`src/rtl/mem_arbiter_if.sv`:
```
// mem_arbiter_if: fetch port, load/store port and memory bus of the two-port arbiter
interface mem_arbiter_if;
  logic        i_req;
  logic        i_we;
  logic [31:0] i_addr;
  logic [31:0] i_wdata;
  logic [1:0]  i_width;
  logic [31:0] i_rdata;
  logic        i_ack;
  logic        i_err;
  logic        d_req;
  logic        d_we;
  logic [31:0] d_addr;
  logic [31:0] d_wdata;
  logic [1:0]  d_width;
  logic [31:0] d_rdata;
  logic        d_ack;
  logic        d_err;
  logic [31:0] mem_addr;
  logic        mem_read_valid;
  logic        mem_write_valid;
  logic [31:0] mem_write_data;
  logic [1:0]  mem_width;
  logic [31:0] mem_read_data;
  logic        mem_ready;
  modport slave (
    input  i_req, i_we, i_addr, i_wdata, i_width,
    output i_rdata, i_ack, i_err,
    input  d_req, d_we, d_addr, d_wdata, d_width,
    output d_rdata, d_ack, d_err,
    output mem_addr, mem_read_valid, mem_write_valid, mem_write_data, mem_width,
    input  mem_read_data, mem_ready
  );
  modport master (
    output i_req, i_we, i_addr, i_wdata, i_width,
    input  i_rdata, i_ack, i_err,
    output d_req, d_we, d_addr, d_wdata, d_width,
    input  d_rdata, d_ack, d_err,
    input  mem_addr, mem_read_valid, mem_write_valid, mem_write_data, mem_width,
    output mem_read_data, mem_ready
  );
endinterface

```
`src/rtl/mem_arbiter.sv`:
```
// mem_arbiter: round-robin sharing of one single-ported memory between fetch (i) and load/store (d) ports
module mem_arbiter #(
  parameter int TIMEOUT = 16
) (
  input logic clk,
  input logic rst,
  mem_arbiter_if.slave bus
);
  localparam logic [1:0] IDLE = 2'd0, ISSUE = 2'd1, WAIT = 2'd2, FAULT = 2'd3;
  localparam int CW = $clog2(TIMEOUT);
  logic [1:0]    state;
  logic          last, owner, we_q;
  logic [CW-1:0] cnt;
  logic          any, win, we_w, legal, done, err;
  logic [31:0]   addr_w, wdata_w, rdata;
  logic [1:0]    width_w;
  always_comb begin
    any = bus.i_req | bus.d_req;
    win = (bus.i_req & bus.d_req) ? ~last : bus.d_req;
    we_w = win ? bus.d_we : bus.i_we;
    addr_w = win ? bus.d_addr : bus.i_addr;
    wdata_w = win ? bus.d_wdata : bus.i_wdata;
    width_w = win ? bus.d_width : bus.i_width;
    legal = (width_w == 2'd0) | ((width_w == 2'd1) & ~addr_w[0]) | ((width_w == 2'd2) & (addr_w[1:0] == 2'd0));
    // writes complete unconditionally; reads need mem_ready or give up at the timeout
    done = (state == FAULT) | ((state == WAIT) & (we_q | bus.mem_ready | (cnt == CW'(TIMEOUT - 1))));
    err = (state == FAULT) | ((state == WAIT) & ~we_q & ~bus.mem_ready);
    rdata = ((state == WAIT) & ~we_q & bus.mem_ready) ? bus.mem_read_data : '0;
    bus.i_ack = done & ~owner;
    bus.d_ack = done & owner;
    bus.i_err = done & err & ~owner;
    bus.d_err = done & err & owner;
    bus.i_rdata = owner ? '0 : rdata;
    bus.d_rdata = owner ? rdata : '0;
  end
  always_ff @(posedge clk) begin
    if (rst) begin
      state <= IDLE;
      last <= 1'b0;
      owner <= 1'b0;
      we_q <= 1'b0;
      cnt <= '0;
      bus.mem_addr <= '0;
      bus.mem_read_valid <= 1'b0;
      bus.mem_write_valid <= 1'b0;
      bus.mem_write_data <= '0;
      bus.mem_width <= '0;
    end else begin
      case (state)
        IDLE: if (any) begin
          last <= win;
          owner <= win;
          if (legal) begin
            bus.mem_addr <= addr_w;
            bus.mem_write_data <= wdata_w;
            bus.mem_width <= width_w;
            bus.mem_read_valid <= ~we_w;
            bus.mem_write_valid <= we_w;
            we_q <= we_w;
            state <= ISSUE;
          end else state <= FAULT;
        end
        ISSUE: begin
          bus.mem_read_valid <= 1'b0;
          bus.mem_write_valid <= 1'b0;
          cnt <= '0;
          state <= WAIT;
        end
        WAIT: begin
          cnt <= cnt + 1'b1;
          if (done) state <= IDLE;
        end
        default: state <= IDLE;
      endcase
    end
  end
endmodule
```
`src/flat_wrapper.sv`:
```
// flat-port wrapper written by rule: the top's interface ports become plain ports
module mem_arbiter_flat 
#(
  parameter int TIMEOUT = 16
)
  (clk, rst, bus_i_req, bus_i_we, bus_i_addr, bus_i_wdata, bus_i_width, bus_i_rdata, bus_i_ack, bus_i_err, bus_d_req, bus_d_we, bus_d_addr, bus_d_wdata, bus_d_width, bus_d_rdata, bus_d_ack, bus_d_err, bus_mem_addr, bus_mem_read_valid, bus_mem_write_valid, bus_mem_write_data, bus_mem_width, bus_mem_read_data, bus_mem_ready);
  mem_arbiter_if bus_i ();
  input logic clk;
  input logic rst;
  input wire logic [$bits(bus_i.i_req)-1:0] bus_i_req;
  input wire logic [$bits(bus_i.i_we)-1:0] bus_i_we;
  input wire logic [$bits(bus_i.i_addr)-1:0] bus_i_addr;
  input wire logic [$bits(bus_i.i_wdata)-1:0] bus_i_wdata;
  input wire logic [$bits(bus_i.i_width)-1:0] bus_i_width;
  output wire logic [$bits(bus_i.i_rdata)-1:0] bus_i_rdata;
  output wire logic [$bits(bus_i.i_ack)-1:0] bus_i_ack;
  output wire logic [$bits(bus_i.i_err)-1:0] bus_i_err;
  input wire logic [$bits(bus_i.d_req)-1:0] bus_d_req;
  input wire logic [$bits(bus_i.d_we)-1:0] bus_d_we;
  input wire logic [$bits(bus_i.d_addr)-1:0] bus_d_addr;
  input wire logic [$bits(bus_i.d_wdata)-1:0] bus_d_wdata;
  input wire logic [$bits(bus_i.d_width)-1:0] bus_d_width;
  output wire logic [$bits(bus_i.d_rdata)-1:0] bus_d_rdata;
  output wire logic [$bits(bus_i.d_ack)-1:0] bus_d_ack;
  output wire logic [$bits(bus_i.d_err)-1:0] bus_d_err;
  output wire logic [$bits(bus_i.mem_addr)-1:0] bus_mem_addr;
  output wire logic [$bits(bus_i.mem_read_valid)-1:0] bus_mem_read_valid;
  output wire logic [$bits(bus_i.mem_write_valid)-1:0] bus_mem_write_valid;
  output wire logic [$bits(bus_i.mem_write_data)-1:0] bus_mem_write_data;
  output wire logic [$bits(bus_i.mem_width)-1:0] bus_mem_width;
  input wire logic [$bits(bus_i.mem_read_data)-1:0] bus_mem_read_data;
  input wire logic [$bits(bus_i.mem_ready)-1:0] bus_mem_ready;
  assign bus_i.i_req = bus_i_req;
  assign bus_i.i_we = bus_i_we;
  assign bus_i.i_addr = bus_i_addr;
  assign bus_i.i_wdata = bus_i_wdata;
  assign bus_i.i_width = bus_i_width;
  assign bus_i_rdata = bus_i.i_rdata;
  assign bus_i_ack = bus_i.i_ack;
  assign bus_i_err = bus_i.i_err;
  assign bus_i.d_req = bus_d_req;
  assign bus_i.d_we = bus_d_we;
  assign bus_i.d_addr = bus_d_addr;
  assign bus_i.d_wdata = bus_d_wdata;
  assign bus_i.d_width = bus_d_width;
  assign bus_d_rdata = bus_i.d_rdata;
  assign bus_d_ack = bus_i.d_ack;
  assign bus_d_err = bus_i.d_err;
  assign bus_mem_addr = bus_i.mem_addr;
  assign bus_mem_read_valid = bus_i.mem_read_valid;
  assign bus_mem_write_valid = bus_i.mem_write_valid;
  assign bus_mem_write_data = bus_i.mem_write_data;
  assign bus_mem_width = bus_i.mem_width;
  assign bus_i.mem_read_data = bus_mem_read_data;
  assign bus_i.mem_ready = bus_mem_ready;
  mem_arbiter #(.TIMEOUT(TIMEOUT)) u_core (.clk(clk), .rst(rst), .bus(bus_i));
endmodule
```
`config.mk`:
```
export PLATFORM = sky130hd
export DESIGN_NAME = mem_arbiter_flat
export DESIGN_NICKNAME = d
export VERILOG_FILES = /design/src/rtl/mem_arbiter_if.sv /design/src/rtl/mem_arbiter.sv /design/src/flat_wrapper.sv
export SDC_FILE = /design/constraint.sdc
export NUM_CORES = 1
export LEC_CHECK = 0
export CAP_MARGIN = 20
export CELL_PAD_IN_SITES_DETAIL_PLACEMENT = 1
export CELL_PAD_IN_SITES_GLOBAL_PLACEMENT = 1
export CORE_AREA = 2 2 119 121
export CTS_CLUSTER_SIZE = 8
export DETAILED_ROUTE_END_ITERATION = 6
export DIE_AREA = 0 0 121 123
export DONT_BUFFER_PORTS = 1
export PLACE_DENSITY_LB_ADDON = 0.1
export SLEW_MARGIN = 10
export SYNTH_ARGS = -nofsm -noshare
export SYNTH_HDL_FRONTEND = slang
export SYNTH_SLANG_ARGS = --single-unit
```
`constraint.sdc`:
```
create_clock -name clk -period 2.4 [get_ports clk]
set_input_delay 0.48 -clock clk [delete_from_list [all_inputs] [get_ports clk]]
set_output_delay 0.48 -clock clk [all_outputs]
set_load 0.02 [all_outputs]
```
* After elaboration in Yosys (flattened, before gate mapping)
Index checks and enable logic that the tools add are counted.
** Storage, ports and cells
- Register bits :: 76
- Word-level logic and storage cells :: 71
** Operators by class
- Bitwise logic cells :: 24
- Eq/ne operators :: 9
- Muxes and demuxes :: 19
- $add $sub $neg :: 1
- Reduce and logical (&&, ||, !) cells :: 9
** Operators with widths (number)
- $mux W32 :: 5
- $and A1 B1 Y1 :: 12
- $mux W2 :: 4
- $pmux W4 S2 :: 1
- $or A1 B1 Y1 :: 7
- $eq A2 B2 Y1 const B :: 3
- $logic_not A2 Y1 :: 3
- $mux W1 :: 6
- $ne A2 B1 Y1 const B :: 3
- $pmux W2 S3 :: 1
- $reduce_and A3 Y1 :: 2
- $not A1 Y1 :: 5
- $add A4 B1 Y4 const B :: 1
- $eq A2 B1 Y1 const B :: 2
- $eq A4 B4 Y1 const B :: 1
- $pmux W1 S2 :: 2
- $reduce_and A2 Y1 :: 2
- $reduce_bool A2 Y1 :: 2

* Longest topological paths before layout
Gate-level depths: netlist of the first run.
- Depth after elaboration :: 10
- Depth in mapped cells :: 8
- Mapped depth without buffers :: 6

* Worst setup path after synthesis of the first run
Ideal clock, no wire load.
- Kind :: register to output
- Start :: register u_core.state[0]
- End :: output port bus_i_rdata[10]
- Path buffers :: 1
- Cell stages (with the launch flop) :: 8
- Slack :: 410 ps
- Required time :: 1920 ps
- Arrival time :: 1510 ps
- Cell sequence :: dfxtp_1 -> inv_1 -> ha_1 -> nor2b_1 -> nand2_1 -> nor2_1 -> clkbuf_1 -> and2_1
** Between the ends
- Word-level cells in the longest chain between the ends :: 5
** RTL lines
- start: declaration :: RTL line mem_arbiter.sv:11 : logic [1:0] state;
- start signal: assignment :: RTL line mem_arbiter.sv:38 : state <= IDLE;
- start signal: assignment :: RTL line mem_arbiter.sv:60 : state <= ISSUE;
- start signal: assignment :: RTL line mem_arbiter.sv:61 : end else state <= FAULT;
- $eq A2 B2 Y1 :: RTL line mem_arbiter.sv:28 : rdata = ((state == WAIT) & ~we_q & bus.mem_ready) ? bus.mem_read_data : '0;
- $and A1 B1 Y1 (2 in series) :: RTL line mem_arbiter.sv:28
- $mux W32 :: RTL line mem_arbiter.sv:28
- $mux W32 :: RTL line mem_arbiter.sv:33 : bus.i_rdata = owner ? '0 : rdata;
- end: declaration :: RTL line flat_wrapper.sv:15 : output wire logic [$bits(bus_i.i_rdata)-1:0] bus_i_rdata;
Every way passes these cells.

* Worst setup path after layout of the first run
- Start :: register u_core.state[0]
- End :: output port bus_d_rdata[16]
** Between the ends
- Word-level cells in the longest chain between the ends :: 5
** RTL lines
- $eq A2 B2 Y1 :: RTL line mem_arbiter.sv:28
- $and A1 B1 Y1 (2 in series) :: RTL line mem_arbiter.sv:28
- $mux W32 :: RTL line mem_arbiter.sv:28
- $mux W32 :: RTL line mem_arbiter.sv:34 : bus.d_rdata = owner ? rdata : '0;
- end: declaration :: RTL line flat_wrapper.sv:23 : output wire logic [$bits(bus_i.d_rdata)-1:0] bus_d_rdata;
Every way passes these cells.

==> flow_summary.toml, run 1 <==
[status]
status = "finished, final reports clean"

[synth]
synth_mux_area_share_pct = 0.238
synth_xor_area_share_pct = 0
synthTopCellsByCount = "137 x nand2_1, 76 x dfxtp_1, 70 x a31oi_1"
yosys_register_bits = 76
async_reset_ff_share_pct = 0
avgSynthCellArea_um2 = 7.86
synth_edf_count = 0
synth_fa_ha_area_share_pct = 1.49
synth_top_area_share_pct = 36.1
yosysMostFrequentCell = "nand2_1"
synth_nets = 712
synth_seq_area_share_pct = 36.1
netlist_instances = 536
synth_simple_gate_area_share_pct = 25.8
synth.area.top_cells = "dfxtp_1 36%, a311oi_1 14%, nand2_1 12%"
synth_top_family_by_area = "compound AO/OA/AOI/OAI gates"
synth_top_area_cell = "dfxtp_1"
synth_area_mm2 = 0.00421
ys.flop_type = "dfxtp_1"
ys_types = 40
yosysWarnings = 0
synth_compound_area_share_pct = 28.8

[clock_network]
cts-root-buf = "clkbuf_16"
clk_latency_ns = 0.33
cts_made_buffers = 9
cts_buffer_depth = 2
h-tree-depth = 3
path_clk_slew_ns = 0.06
cts_sinks = 76
cts_tree = "yes"
cts_hold_buf = 0

[sta]
worst_slew_pin_slew_ns = 0.721
period_needed_ns = 2.27
slew_headroom_pct = 51.8
hold_violations = 0
tns_ns = 0
finalSetupViolCount = 0
period_share_pct = 94.5
fmax_mhz = 441
fin_skew_ns = 0.00471
hold_ws_ns = 0.217
slew_viol_final = 0

[final_layout]
stdcell_area_mm2 = 0.00470
fill_cells = 1577
nets = 678
layout-drive-gt1-share_pct = 20.4
diodes = 0
syn2layout_area_growth_pct = 11.6
multi_input_area_mm2 = 0.00250
seq_area_mm2 = 0.00152

[routing]
drt_first_pass_iters = 4
wirelength_um = 16300
vias = 4127
route.detailed.drc = 0
antenna_left = 0
drt_iter0_drc = 164
wire_per_inst_um = 23.8
viasPerCell = 6.02

[global_routing]
grt_pass1_wl_um = 23800
antenna_found_initial = 0
grt.overflow.total = 0
grt_use_total_pct = 20.6
grt_pass1_vias = 4132
grt_max_degree = 77

[critical_path]
criticalPathCategory = "reg2out"
critPathArrivalTime_ns = 1.79
worst_ep_required_time_ns = 1.92
crit_fanout = 32
end_kind = "output port"
startpoint_type = "flop"

[power]
leakage_nw = 1.69
vdd_drop_max_uv = 402
p_per_area_mw_per_mm2 = 987

[place]
gp_congestion = 0.724
dp_hpwl_um = 11300
portBuffers = 0
placed_area_mm2 = 0.00432

[floorplanning]
ios = 307
core_area_mm2 = 0.0136
rows = 43
start_util_pct = 30.9
die_w_um = 121
die_area_mm2 = 0.0149
die_y_um = 123

[min_path]
hp-class = "in2reg"

[flow_run]
maxCapViolations = 0
==> power by group <==
group	leakage [nW]	total [mW]	switching (mW)	internal, mW
Combinational	0.926	1.36	0.867	0.498
Clock	0.135	1.27	0.522	0.749
Sequential	0.625	2.01	0.495	1.51
Total	1.69	4.64	1.88	2.76
==> worst max-delay path, cell delays in order, from the launching register on <==
cell and delay [ns]:
dfxtp_1 0.33, inv_1 0.14, ha_4 0.19, nor2b_2 0.18, and3_1 0.18, buf_6 0.19
and2_2 0.24
==> cells by family (layout without fill, tap and decap cells) <==
logic type | Yosys count | after routing
flip-flops | 76 | 76
AND/OR/NAND/NOR | 229 | 229
multiplexers | 1 | 1
buffers and inverters | 64 | 34
adder cells (fa/ha/maj) | 5 | 5
AO/OA/AOI/OAI | 161 | 161
==> flip-flops by register name, summed over array words and instances (netlist names) <==
| signal | cells |
|---|---|
| u_core.bus.mem_read_valid | 1 |
| u_core.state | 2 |
| u_core.owner | 1 |
| u_core.bus.mem_width | 2 |
| u_core.cnt | 4 |
| u_core.bus.mem_write_valid | 1 |
| u_core.bus.mem_write_data | 32 |
| u_core.bus.mem_addr | 32 |
| u_core.we_q | 1 |
==> cell usage in the layout, fill, tap and decap left out, types with 2 or more instances in the layout <==
cell type and n:
nand2_1 137, dfxtp_1 76, a31oi_1 70, a311oi_1 68, and2_2 64, clkbuf_16 9, nor2_1 7, buf_4 7
a21oi_1 6, inv_1 5, nand2b_1 4, o21ai_0 4, buf_12 4, nor2b_1 3, ha_1 3, buf_6 3
and3_1 2, nand3b_1 2, o211ai_1 2, clkinv_2 2, clkbuf_1 2, clkbuf_8 2
==> worst paths after layout <==
path                                       from                             to  slack (ns)  depth (start not counted)
worst max-delay path            u_core.state[0]                bus_d_rdata[16]        0.13                          6
worst min-delay path                        rst         u_core.bus.mem_addr[9]        0.22                          1
worst max register to register     u_core.owner  u_core.bus.mem_write_data[21]        0.18                          5
worst min register to register    u_core.cnt[1]                  u_core.cnt[1]        0.49                          2
==> layout make-up <==
type	count	share of cell area, %
clock inverters	2	0.213
inverters	5	0.399
repair buffers	14	3.54
multi-input cells	396	53.2
clock buffers	13	5.53
well taps	180	4.79
flip-flops and latches	76	32.3
==> layer usage <==
metal | global-route usage (%) | vias to the layer above | part of all wire [%]
met2 | 36.4 | 222 | 51
met3 | 6.83 | 26 | 9.8
met1 | 23.2 | 1987 | 37
met4 | 6.98 | 0 | 2.4
li1 | - | 1892 | -
met5 | 0 | - | 0
==> repair_timing <==
item / 4_1_cts / 5_1_grt
resized for setup: 67 / 6
cloned: 0 / 1
endpoints found under the setup margin: 64 / 64
setup buffers: 0 / 0
==> stage by stage <==
stage               utilization [%]  total power, mW  setup WS, ns  cells
floorplan                         -             3.04         0.410    536
global placement               31.7             3.34         0.210    670
detailed placement             31.7             3.38         0.170    670
CTS                            34.4             4.69       0.00846    685
global route                   34.6             4.94      -0.00684    686
finish                         34.6             4.64         0.131    686
Note: power is estimated with default switching activity, not from simulation.
==> inputs of run 2 (changes only) <==
- clock period: 2.4 -> 1.9 ns (I/O delays scaled with it)
==> flow_summary.toml, run 2 (same netlist as run 1, synthesis figures left out) <==
[status]
status = "finished, violations left"
violations = "negative setup slack"

[critical_path]
critPathBufInv = 2
cp_top_family = "simple AND/OR/NAND/NOR gates"
timing.rr.start = "u_core.state[1]"
slowest_delay_ns = 0.32
end_kind = "output port"
startpoint_type = "flop"
crit_fanout = 18
worst_ep_required_time_ns = 1.52
r2r-end = "u_core.bus.mem_addr[13]"
r2r_cells = 7
worstPathCellList = "inv_2 -> ha_4 -> nor2b_4 -> nand2_2 -> nor2_4 -> buf_12 -> and2_4"
crit_slowest_cell = "dfxtp_2"
reg2reg_slack_ns = 0.09
critPathArrivalTime_ns = 1.61
criticalPathCategory = "reg2out"

[clock_network]
cts-root-buf = "clkbuf_16"
cts_made_buffers = 9
cts_sinks = 76
cts_buffer_depth = 2
h-tree-depth = 3
cts_hold_buf = 0
clk_latency_ns = 0.34
path_clk_slew_ns = 0.06
cts_tree = "yes"

[sta]
hold_ws_ns = 0.109
grt_setup_unrepaired = "yes"
hold_violations = 0
worst_slew_pin_slew_ns = 0.487
fin_skew_ns = 0.00569
period_needed_ns = 1.99
slew_headroom_pct = 67.5
period_share_pct = 105
finalSetupViolCount = 66
fin_ws_ns = -0.0947
fmax_mhz = 501
slew_viol_final = 0

[flow_run]
maxCapViolations = 0

[global_routing]
grt_max_degree = 77
grt_pass1_wl_um = 24300
grt_pass1_vias = 4164
antenna_found_initial = 0
grt.overflow.total = 0
grt_use_total_pct = 21.1

[place]
gp_congestion = 0.739
dp_hpwl_um = 11300
pre_cts_slack_ns = 0.0694
dp.cells = 681
placed_area_mm2 = 0.00444
portBuffers = 0

[routing]
vias = 4162
antenna_left = 0
viasPerCell = 5.93
drt_iter0_drc = 121
drt_first_pass_iters = 4
route.detailed.drc = 0
wire_per_inst_um = 23.4
wirelength_um = 16500

[final_layout]
layout-drive-gt1-share_pct = 25.7
reg_top3 = "u_core.bus.mem_addr x32, u_core.bus.mem_write_data x32, u_core.cnt x4"
final_common_cell = "nand2_1"
syn2layout_area_growth_pct = 20.4
nets = 693
fill_cells = 1576
final_cell_mix = "136 x nand2_1, 72 x dfxtp_1, 69 x a31oi_1"
stdcell_area_mm2 = 0.00507
diodes = 0
final_cells = 702

[min_path]
min_from = "rst"
whs_path_depth = 1
hold_end = "u_core.cnt[0]"
hp-class = "in2reg"

[floorplanning]
start_util_pct = 30.9
core_area_mm2 = 0.0136
die_w_um = 121
ios = 307
rows = 43
die_y_um = 123
die_area_mm2 = 0.0149

[power]
p_per_area_mw_per_mm2 = 1250
leakage_nw = 1.85
vdd_drop_max_uv = 496
## run 2: final cells by class
| cell class | instances | area (um2) | share of cell area, % |
|---|---|---|---|
| tap | 180 | 225 | 4.44 |
| multi-input combinational | 396 | 2630 | 51.8 |
| timing repair buffer | 29 | 349 | 6.88 |
| sequential | 76 | 1530 | 30.1 |
| clock inverter | 3 | 42.5 | 0.838 |
| clock buffer | 13 | 280 | 5.52 |
| inverter | 5 | 21.3 | 0.419 |
## run 2: layer usage
metal  global-route usage, %  up-vias  share of wire, %
met5                       0        -                 0
met4                    7.49        0               1.7
met1                    23.4     2039                38
met2                    37.6      182                52
li1                        -     1923                 -
met3                    7.20       18               9.1
## run 2: worst max-delay path by stage
stage,end,slack [ns],start,cells past startpoint
after detailed placement,bus_i_rdata[14],0.07,u_core.state[0],7
after CTS,bus_i_rdata[14],-0.11,u_core.state[0],7
final,bus_i_rdata[14],-0.09,u_core.state[0],7
after global placement,bus_i_rdata[17],0.15,u_core.state[0],7
after floorplan,bus_i_rdata[10],0.01,u_core.state[0],7
after global routing,bus_i_rdata[19],-0.16,u_core.state[0],7
## run 2: power breakdown
part / switching, mW / internal (mW)
combinational: 1.17 / 0.799
sequential: 0.608 / 1.92
clock: 0.691 / 1.16
total: 2.47 / 3.88
## run 2: through the flow
step,TNS (ns),power [mW],util [%]
after floorplan,0,3.83,-
after global placement,0,4.34,32.6
after detailed placement,0,4.37,32.6
after CTS,-5.15,6.42,37.2
after global routing,-9.02,6.70,37.3
final,-4.96,6.34,37.3
## run 2: timing repair
| item | in CTS | in global routing |
|---|---|---|
| gates cloned | 2 | 0 |
| pin swaps | 13 | 13 |
| setup endpoints to repair | 68 | 68 |
| gates resized for setup | 155 | 3 |
| endpoints found under the hold margin | 0 | 0 |
| buffers inserted | 3 | 0 |
==> inputs of run 3 (changes only) <==
- CELL_PAD_IN_SITES_DETAIL_PLACEMENT: 1 -> 0
==> flow_summary.toml, run 3 (same netlist as run 1, synthesis figures left out) <==
[critical_path]
cp-endpoint = "bus_i_rdata[20]"
timing.rr.start = "u_core.state[0]"
r2r_cells = 8
reg2reg_slack_ns = 0.08
r2r-end = "u_core.bus.mem_addr[3]"
critPathBufInv = 3
end_kind = "output port"
criticalPathCategory = "reg2out"
cp_top_family = "simple AND/OR/NAND/NOR gates"
startpoint_type = "flop"
crit_fanout = 5
worst_ep_required_time_ns = 1.52
cp-startpoint = "u_core.state[0]"
worstPathCellList = "inv_2 -> ha_4 -> nor2b_4 -> nand2_2 -> nor2_4 -> buf_12 -> buf_6 -> and2_4"
crit_slowest_cell = "dfxtp_2"
slowest_delay_ns = 0.32
critical_path_depth = 8
critPathArrivalTime_ns = 1.61

[power]
seqPwrFrac_pct = 39.5
p_comb_share_pct = 31.5
vdd_drop_max_uv = 505
leakage_nw = 1.89
p_int_mw = 3.94
p_sw_share_pct = 38.4
switchingPower_mw = 2.45
clkPwrFrac_pct = 29.1
p_per_area_mw_per_mm2 = 1240

[sta]
tns_ns = -4.03
fin_skew_ns = 0.00783
worst_slew_pin_slew_ns = 0.476
hold_violations = 0
slew_viol_final = 0
period_share_pct = 104
finalSetupViolCount = 66
slew_headroom_pct = 68.3
fmax_mhz = 504
grt_setup_unrepaired = "yes"
fin_ws_ns = -0.0853
period_needed_ns = 1.99

[floorplanning]
rows = 43
die_area_mm2 = 0.0149
die_w_um = 121
core_area_mm2 = 0.0136
die_y_um = 123
ios = 307
start_util_pct = 30.9

[final_layout]
nets = 700
final_cell_mix = "136 x nand2_1, 72 x dfxtp_1, 69 x a31oi_1"
final_cells = 709
final_core_util_pct = 37.9
stdcell_area_mm2 = 0.00516
fill_cells = 1392
final_common_cell = "nand2_1"
reg_top3 = "u_core.bus.mem_addr x32, u_core.bus.mem_write_data x32, u_core.cnt x4"
seq_area_mm2 = 0.00153
syn2layout_area_growth_pct = 22.6
multi_input_area_mm2 = 0.00264
layout-drive-gt1-share_pct = 26.5
diodes = 0

[min_path]
min_from = "rst"
hp-class = "in2reg"

[global_routing]
grt_max_degree = 77
grt.overflow.total = 0
grt_use_total_pct = 20.0
grt_pass1_wl_um = 23100
grt_pass1_vias = 3988
antenna_found_initial = 0

[flow_run]
maxCapViolations = 0

[routing]
wirelength_um = 16200
wire_per_inst_um = 22.8
antenna_left = 0
drt_first_pass_iters = 5
route.detailed.drc = 0
drt_iter0_drc = 218
vias = 4239
viasPerCell = 5.98

[place]
gp_congestion = 0.739
dp.cells = 681
placed_area_mm2 = 0.00444
dp_hpwl_um = 10800
portBuffers = 0
pre_cts_slack_ns = 0.121

[clock_network]
cts_buffer_depth = 2
clk_latency_ns = 0.33
cts-root-buf = "clkbuf_16"
cts_sinks = 76
path_clk_slew_ns = 0.06
cts_made_buffers = 9
cts_tree = "yes"
cts_hold_buf = 0
h-tree-depth = 3

[status]
violations = "negative setup slack"
status = "finished, violations left"
run 3: cell count changes in the layout (fill, tap and decap cells not counted), moves of 2 or more:
cell	change
buf_4	+3
clkbuf_1	+2
buf_6	+2
clkbuf_8	-3
run 3: final cells by class:
| type | count | share of cell area, % |
|---|---|---|
| Tap cell | 180 | 4.36 |
| Inverter | 5 | 0.363 |
| Clock inverter | 4 | 1.41 |
| Multi-Input combinational cell | 396 | 51.1 |
| Clock buffer | 12 | 4.77 |
| Sequential cell | 76 | 29.6 |
| Timing Repair Buffer | 36 | 8.41 |
run 3: stage by stage:
step	total power, mW	hold WS (ns)
floorplan	3.83	0.458
global placement	4.34	0.460
detailed placement	4.34	0.463
CTS	6.34	0.104
global route	6.73	0.102
finish	6.40	0.124
run 3: worst min path at each step:
stage | to | cells past startpoint
after floorplan | u_core.cnt[1] | 2
after detailed placement | u_core.bus.mem_addr[9] | 1
after CTS | u_core.bus.mem_addr[9] | 1
after global routing | u_core.bus.mem_addr[10] | 1
final | u_core.bus.mem_addr[9] | 1
after global placement | u_core.bus.mem_addr[9] | 1
run 3: power by group through the flow:
stage               clock [mW]  combinational (mW)  sequential (mW)
finish                    1.86                2.01             2.52
floorplan                    0                1.39             2.45
global placement             0                1.78             2.55
CTS                       1.91                1.91             2.53
global route              1.98                2.19             2.56
detailed placement           0                1.79             2.55
run 3: what timing repair did:
item                       in CTS  in global routing
setup endpoints to repair      68                 68
resized for setup             142                 20
setup buffers                   1                  6
pin swaps                       9                 29
cloned                          3                  2
run 3: layer usage:
layer  global-route usage (%)  share of wire, %
met4                     6.10               1.5
met5                        0                 0
met3                     6.69               9.3
met1                     22.9                37
met2                     35.3                52
